### config.mk
export PLATFORM = sky130hd
export DESIGN_NAME = timer_counter
export DESIGN_NICKNAME = d
export VERILOG_FILES = /design/src/rtl/timer_counter.sv
export SDC_FILE = /design/constraint.sdc
export NUM_CORES = 1
export LEC_CHECK = 0
export CAP_MARGIN = 20
export CORE_MARGIN = 2
export CORE_UTILIZATION = 36
export CTS_BUF_LIST = sky130_fd_sc_hd__clkbuf_16
export CTS_CLUSTER_SIZE = 14
export DETAILED_ROUTE_END_ITERATION = 12
export GPL_ROUTABILITY_DRIVEN = 0
export SYNTH_ARGS = -nofsm -noshare
export SYNTH_HDL_FRONTEND = slang
export SYNTH_SLANG_ARGS = --single-unit
### constraint.sdc
create_clock -name clk -period 4.1 [get_ports clk]
set_input_delay 0.82 -clock clk [delete_from_list [all_inputs] [get_ports clk]]
set_output_delay 0.82 -clock clk [all_outputs]
set_load 0.1 [all_outputs]
### src/rtl/timer_counter.sv
// -----------------------------------------------------------------------------
// timer_counter
//   Memory-mapped countdown timer that raises the hardware interrupt for the
//   pipelined MIPS core. Software programs it through the CPU bridge (Timer0 at
//   0x7F00, Timer1 at 0x7F10); only addr[3:2] is decoded here.
//
//   Register map (addr[3:2]):
//     00 CTRL   R/W  [0] EN, [2:1] MODE (01 auto-reload, else one-shot), [3] IM
//     01 PRESET R/W  low CNT_W bits stored
//     10 COUNT  RO   current count
//     11 --     reads 0, writes ignored
//
// Ports
//   clk    in   1   system clock, all state on posedge
//   reset  in   1   asynchronous active-low reset (0 = reset)
//   addr   in   32  byte address from the bridge
//   we     in   1   write strobe for the register at addr
//   din    in   32  write data
//   dout   out  32  combinational read data for addr
//   irq    out  1   interrupt request = CTRL.IM & irq_flag
// -----------------------------------------------------------------------------
module timer_counter #(
   parameter int unsigned          CNT_W      = 32,
   parameter logic [CNT_W-1:0]     PRESET_RST = '0
) (
   input  logic        clk,
   input  logic        reset,
   input  logic [31:0] addr,
   input  logic        we,
   input  logic [31:0] din,
   output logic [31:0] dout,
   output logic        irq
);

   localparam logic [CNT_W-1:0] CNT_ONE  = CNT_W'(1);
   localparam logic [CNT_W-1:0] CNT_ZERO = CNT_W'(0);

   typedef enum logic [1:0] {
      ST_IDLE = 2'b00,
      ST_LOAD = 2'b01,
      ST_CNT  = 2'b10,
      ST_INT  = 2'b11
   } state_t;

   state_t           state_q,  state_d;
   logic [3:0]       ctrl_q,   ctrl_d;
   logic [CNT_W-1:0] preset_q, preset_d;
   logic [CNT_W-1:0] count_q,  count_d;
   logic             flag_q,   flag_d;
   logic             irq_q,    irq_d;

   logic             wr_ctrl_s;
   logic             wr_preset_s;
   logic             auto_reload_s;
   logic             flag_set_s;
   logic             flag_rel_s;
   logic             en_clr_s;
   logic             unused_bits_s;

   // Only addr[3:2] and the low CTRL/PRESET bits of din carry meaning.
   assign unused_bits_s = ^{addr[31:4], addr[1:0], din[31:4]};

   assign wr_ctrl_s     = we && (addr[3:2] == 2'b00);
   assign wr_preset_s   = we && (addr[3:2] == 2'b01);
   assign auto_reload_s = (ctrl_q[2:1] == 2'b01);

   // FSM next state, COUNT update and the flag/EN side effects of each state.
   always_comb begin
      state_d    = state_q;
      count_d    = count_q;
      flag_set_s = 1'b0;
      flag_rel_s = 1'b0;
      en_clr_s   = 1'b0;
      case (state_q)
         ST_IDLE: begin
            if (ctrl_q[0]) begin
               state_d = ST_LOAD;
            end else begin
               state_d = ST_IDLE;
            end
         end
         ST_LOAD: begin
            count_d = preset_q;
            state_d = ST_CNT;
         end
         ST_CNT: begin
            if (!ctrl_q[0]) begin
               // Paused: COUNT stays frozen so software can read it.
               state_d = ST_IDLE;
            end else if (count_q > CNT_ONE) begin
               count_d = count_q - CNT_ONE;
               state_d = ST_CNT;
            end else begin
               // COUNT of 0 or 1 expires here, so it never wraps below zero.
               count_d    = CNT_ZERO;
               flag_set_s = 1'b1;
               state_d    = ST_INT;
            end
         end
         ST_INT: begin
            if (auto_reload_s) begin
               flag_rel_s = 1'b1;
               state_d    = ST_LOAD;
            end else begin
               en_clr_s = 1'b1;
               state_d  = ST_IDLE;
            end
         end
         default: begin
            state_d = ST_IDLE;
         end
      endcase
   end

   // CTRL update: a same-edge software write beats the one-shot EN clear.
   always_comb begin
      ctrl_d = ctrl_q;
      if (wr_ctrl_s) begin
         ctrl_d = din[3:0];
      end else if (en_clr_s) begin
         ctrl_d = {ctrl_q[3:1], 1'b0};
      end else begin
         ctrl_d = ctrl_q;
      end
   end

   // PRESET update; a running COUNT only picks it up at the next LOAD.
   always_comb begin
      preset_d = preset_q;
      if (wr_preset_s) begin
         preset_d = din[CNT_W-1:0];
      end else begin
         preset_d = preset_q;
      end
   end

   // Interrupt flag: expiry set outranks the CTRL-write clear so no event is lost.
   always_comb begin
      flag_d = flag_q;
      if (flag_set_s) begin
         flag_d = 1'b1;
      end else if (wr_ctrl_s || flag_rel_s) begin
         flag_d = 1'b0;
      end else begin
         flag_d = flag_q;
      end
      irq_d = ctrl_d[3] & flag_d;
   end

   // Read mux; PRESET and COUNT are zero-extended to the bus width.
   always_comb begin
      dout = 32'h0000_0000;
      case (addr[3:2])
         2'b00:   dout[3:0]       = ctrl_q;
         2'b01:   dout[CNT_W-1:0] = preset_q;
         2'b10:   dout[CNT_W-1:0] = count_q;
         default: dout            = 32'h0000_0000;
      endcase
   end

   // State registers; irq is a flop loaded with exactly IM & flag of the next state.
   always_ff @(posedge clk or negedge reset) begin
      if (!reset) begin
         state_q  <= ST_IDLE;
         ctrl_q   <= 4'h0;
         preset_q <= PRESET_RST;
         count_q  <= CNT_ZERO;
         flag_q   <= 1'b0;
         irq_q    <= 1'b0;
      end else begin
         state_q  <= state_d;
         ctrl_q   <= ctrl_d;
         preset_q <= preset_d;
         count_q  <= count_d;
         flag_q   <= flag_d;
         irq_q    <= irq_d;
      end
   end

   assign irq = irq_q;

endmodule

---- Yosys cells after proc, flatten, opt, wreduce, memory -nomap -nowiden ----
Index checks and enable logic that the tools add are counted.
storage, ports and cells
  register bits ........................... 72
  memories kept ........................... 0
  logic and storage cells ................. 47
  bits in read-only memories .............. 0
  bits in latches ......................... 0
  bits in writable memories ............... 0
  input bits .............................. 67
operators by class
  shift operators ......................... 0
  $lt $le $gt $ge ......................... 1
  equal/unequal tests ..................... 7
  divide/modulo/power cells ............... 0
  bitwise logic cells ..................... 1
  reduce and logical (&&, ||, !) cells .... 8
  $add $sub $neg .......................... 1
  multiply operators ...................... 0
  multiplexer cells ....................... 21
operator list
  operator                                              count
  two-way mux 32 bit                                    2
  case mux 32 bit (2 select lines)                      1
  case mux 28 bit (2 select lines)                      1
  > comparator 32 x 1 -> 1 bit (second input constant)  1
  subtractor 32 x 1 -> 32 bit (second input constant)   1
  two-way mux 1 bit                                     13
  case mux 4 bit (3 select lines)                       1
  case mux 2 bit (4 select lines)                       1
  equality test 2 x 1 -> 1 bit (second input constant)  3
  equality test 2 bit (second input constant)           3
  logical NOT 2 bit                                     2
  two-way mux 4 bit                                     1
  nonzero test 2 bit                                    2
  logical AND 1 bit                                     2
  two-way mux 2 bit                                     1
  inequality test 2 bit (second input constant)         1
  AND reduction 2 bit                                   1
  AND 1 bit                                             1
  logical OR 1 bit                                      1

---- Logic depth before layout (Yosys ltp) ----
  word-level depth ........................ 7
  depth in mapped cells ................... 9
  depth with buffers taken out ............ 7

---- Worst setup path before layout ----
Ideal clock, no wire load.
  kind .................................... input port to output port
  start point ............................. in addr[3]
  end point ............................... out dout[18]
  slack ................................... 361 ps
  data required time ...................... 3,280 ps
  data arrival time ....................... 2,919 ps
  stages on the path ...................... 6
  buffers on the path ..................... 2
  cell sequence ........................... inv_1 > ha_1 > clkbuf_1 > clkbuf_1 > a22oi_1 > nor2b_1
on the way
  word-level cells in the longest chain between the ends .. 2
  elaborated cells on any way between the ends .. 3
  classes of those cells .................. eq/ne: 2; mux: 1
ends and longest elaborated chain
  what                                                                 RTL line  source
  from (decl)                                                          28        input logic [31:0] addr,
  equality test 2 bit or equality test 2 x 1 -> 1 bit (tied branches)  153       case (addr[3:2])
  case mux 28 bit (2 select lines) *                                   153
  to (decl)                                                            31        output logic [31:0] dout,
Mark *: on every way between the ends. The rest lies on a longest branch, timed or not.

---- Worst setup path after layout ----
  start point ............................. in addr[2]
  end point ............................... out dout[10]
Same word-level chain as after synthesis.

==> impl_metrics.env <==
export IMPL_setup_worst_path_start_class="input port"
export IMPL_met3_length_um=669
export IMPL_coreArea_um2=11900
export IMPL_via_count=3908
export IMPL_max_stage_delay_ns=0.53
export IMPL_synth_top_area_cell="dfrtp_1"
export IMPL_crit_chain="clkdlybuf4s50_1 > inv_1 > ha_1 > buf_4 > nor2b_1 > buf_12"
export IMPL_grt_use_total_pct=19.5
export IMPL_ys_ff_latch=72
export IMPL_power_density_nw_per_um2=624
export IMPL_antenna_found_initial=0
export IMPL_yosysSeqAreaShare_pct=41.5
export IMPL_avgSynthCellArea_um2=9.74
export IMPL_cpMaxStageDelayCell="clkdlybuf4s50_1"
export IMPL_grt_pass1_wl_mm=20.2
export IMPL_num_rows=40
export IMPL_synth_area_um2=4340
export IMPL_post_dp_hpwl_mm=8.24
export IMPL_end_kind="output pin"
export IMPL_hold_buffers=0
export IMPL_synthCells=446
export IMPL_dpl_instance_area_um2=5490
export IMPL_setup_viol=0
export IMPL_firstDrtPassIters=5
export IMPL_cp_max_fo=15
export IMPL_drt_wirelength_per_cell_um=18.2
export IMPL_final_cell_area_um2=5800
export IMPL_worstSetupPathType="in2out"
export IMPL_skew_ns=0.00579
export IMPL_dr_wl_met2_mm=5.31
export IMPL_fin_tns_setup_ns=0
export IMPL_die_area_um2=13000
export IMPL_cts_root_buffer="clkbuf_16"
export IMPL_synthTopCellsByArea="dfrtp_1 (41%), mux2_2 (9.1%), a22oi_1 (5.2%), nor2b_1 (4.6%), o31ai_1 (4.3%)"
export IMPL_die_w_um=114
export IMPL_wl_met1_mm=5.80
export IMPL_ys_flop_type="dfrtp_1"
export IMPL_final_max_slew_viol_count=0
export IMPL_diodes=0
export IMPL_clkLatencyLatePin_ns=0.34
export IMPL_clkTransAtPathRegs_ns=0.06
export IMPL_wl_mm=11.9
export IMPL_synthArstFlopShare_pct=100
export IMPL_drtAntennaViolNets=0
export IMPL_power_mw=3.62
export IMPL_whs_ns=0.337
export IMPL_grt_pass1_vias=3823
export IMPL_hold_class="in2async"
export IMPL_yosysWarnings=0
export IMPL_cts_tree="built"
export IMPL_arrival_ns=2.75
export IMPL_clockBufferDepth=2
export IMPL_synth_top_area_share_pct=41.5
export IMPL_maxSlewHeadroom_pct=26.7
export IMPL_worstMarginPinSlew_ns=1.10
export IMPL_ys_types=45
export IMPL_synth_edff_count=0
export IMPL_cts_buffers=9
export IMPL_io_buffers=69
export IMPL_max_vdd_ir_drop_uv=240
export IMPL_required_ns=3.28
export IMPL_clock_sinks=72
export IMPL_worst_r2r_path_depth=5
export IMPL_area_delta_synth_final_pct=33.6
export IMPL_status="complete, no violations"
export IMPL_dpl_cell_count=637
export IMPL_hold_viol_final=0
export IMPL_drive_above_1_share_pct=21.1
export IMPL_fp_dieH_um=114
export IMPL_fin_crit_sh_pct=87.0
export IMPL_overflow=0
export IMPL_dr_first_iter_drc_count=391
export IMPL_layout_cells_non_filler=654
export IMPL_rsz0062_at_grt="false"
export IMPL_highest_layer="met4"
export IMPL_p_leak_nw=2.31
export IMPL_fmax_ghz=0.280
export IMPL_post_cts_buffers=0
export IMPL_synth_nets=519
export IMPL_cts_max_level=3
export IMPL_fin_crit_ns=3.57
export IMPL_cts_resized_gates=0
export IMPL_viasPerCell=5.98
export IMPL_drc=0
export IMPL_io_pins=100
export IMPL_cap_violations=0
export IMPL_start_util_pct=36.5
export IMPL_grt_max_degree=53
export IMPL_final_net_count=575
cells in the mapped netlist, drive strengths merged, types with 2 or more instances:
library cell,instances
inv,5
mux2,35
nor3,23
or3,14
nor2,13
nand3,9
clkbuf,31
nand2b,5
a221o,7
o31ai,26
or2,4
a211o,4
nand2,36
and3,3
a22o,15
and2,3
a2bb2oi,2
dfrtp,72
a22oi,30
o41ai,14
buf,8
a222oi,4
nand4,2
ha,6
or4,6
a211oi,2
a21oi,4
o21ai,7
o221ai,3
nor2b,32
nor4,13
per-layer routing:
layer | up-vias | GRT usage (%)
met3 | 11 | 3.35
met5 | - | 0
met4 | 0 | 6.18
li1 | 1826 | -
met1 | 1937 | 29.3
met2 | 134 | 28.6
placed cells by master (no fill, tap or decap), types with 7 or more instances in the layout:
cell type	Yosys	routed
nor2b_1	32	32
buf_4	0	13
o41ai_1	13	13
nor3_1	23	23
nand3_1	9	9
a22oi_1	30	30
a22o_1	15	15
o21ai_0	7	7
clkbuf_16	0	9
nor2_1	13	13
a221o_1	7	7
clkdlybuf4s50_1	0	36
o31ai_1	25	25
mux2_2	35	35
or3_1	13	13
buf_12	0	34
nand2_1	36	36
dfrtp_1	72	72
nor4_1	12	12
state kept, by name (all words and copies together), names as in the netlist:
| signal | flops |
|---|---|
| count_q | 32 |
| preset_q | 32 |
| ctrl_q | 4 |
| state_q | 2 |
| flag_q | 1 |
| irq | 1 |
power breakdown:
group          internal, mW  total [mW]  switching (mW)  leakage, nW
clock network         0.464       0.768           0.304        0.136
registers             0.945        1.24           0.297        0.875
logic                 0.660        1.61           0.949         1.30
path summary, 6_finish.rpt:
path / from / to / slack [ns]
min: reset / preset_q[6] / 0.34
max in group asynchronous: reset / count_q[14] / 3.02
max reg2reg: state_q[0] / count_q[13] / 0.80
min in group clk: ctrl_q[3] / ctrl_q[3] / 0.53
min reg2reg: ctrl_q[3] / ctrl_q[3] / 0.53
max: addr[2] / dout[10] / 0.53
worst max-delay path, delay by kind of cell:
family	cells	cell delay, ns
AND/OR/NAND/NOR	1	0.29
adder cells (fa/ha/maj)	1	0.53
buffers and inverters	4	1.10
cells by family after synthesis:
family	Yosys count	synth area share, %
buffers and inverters	45	4.18
muxes	36	9.31
DFF	72	41.5
adders and majority gates	6	1.73
and+or+nand+nor	166	20.9
AOI/OAI and AO/OA	121	22.4
cell type report:
cell class,instances,area [µm²]
clock inverters,7,62.6
flip-flops and latches,72,1800
inverters,6,22.5
multi-input cells,329,2360
repair buffers,84,1140
fillers,1108,6110
well taps,147,184
clock buffers,9,225
through the flow:
stage	util, %	setup WS, ns
after global routing	48.7	0.392
after global placement	46.1	0.550
after floorplan	-	0.361
after detailed placement	46.1	0.518
after CTS	48.5	0.504
final	48.7	0.531
Power figures use the tool's default switching activity.
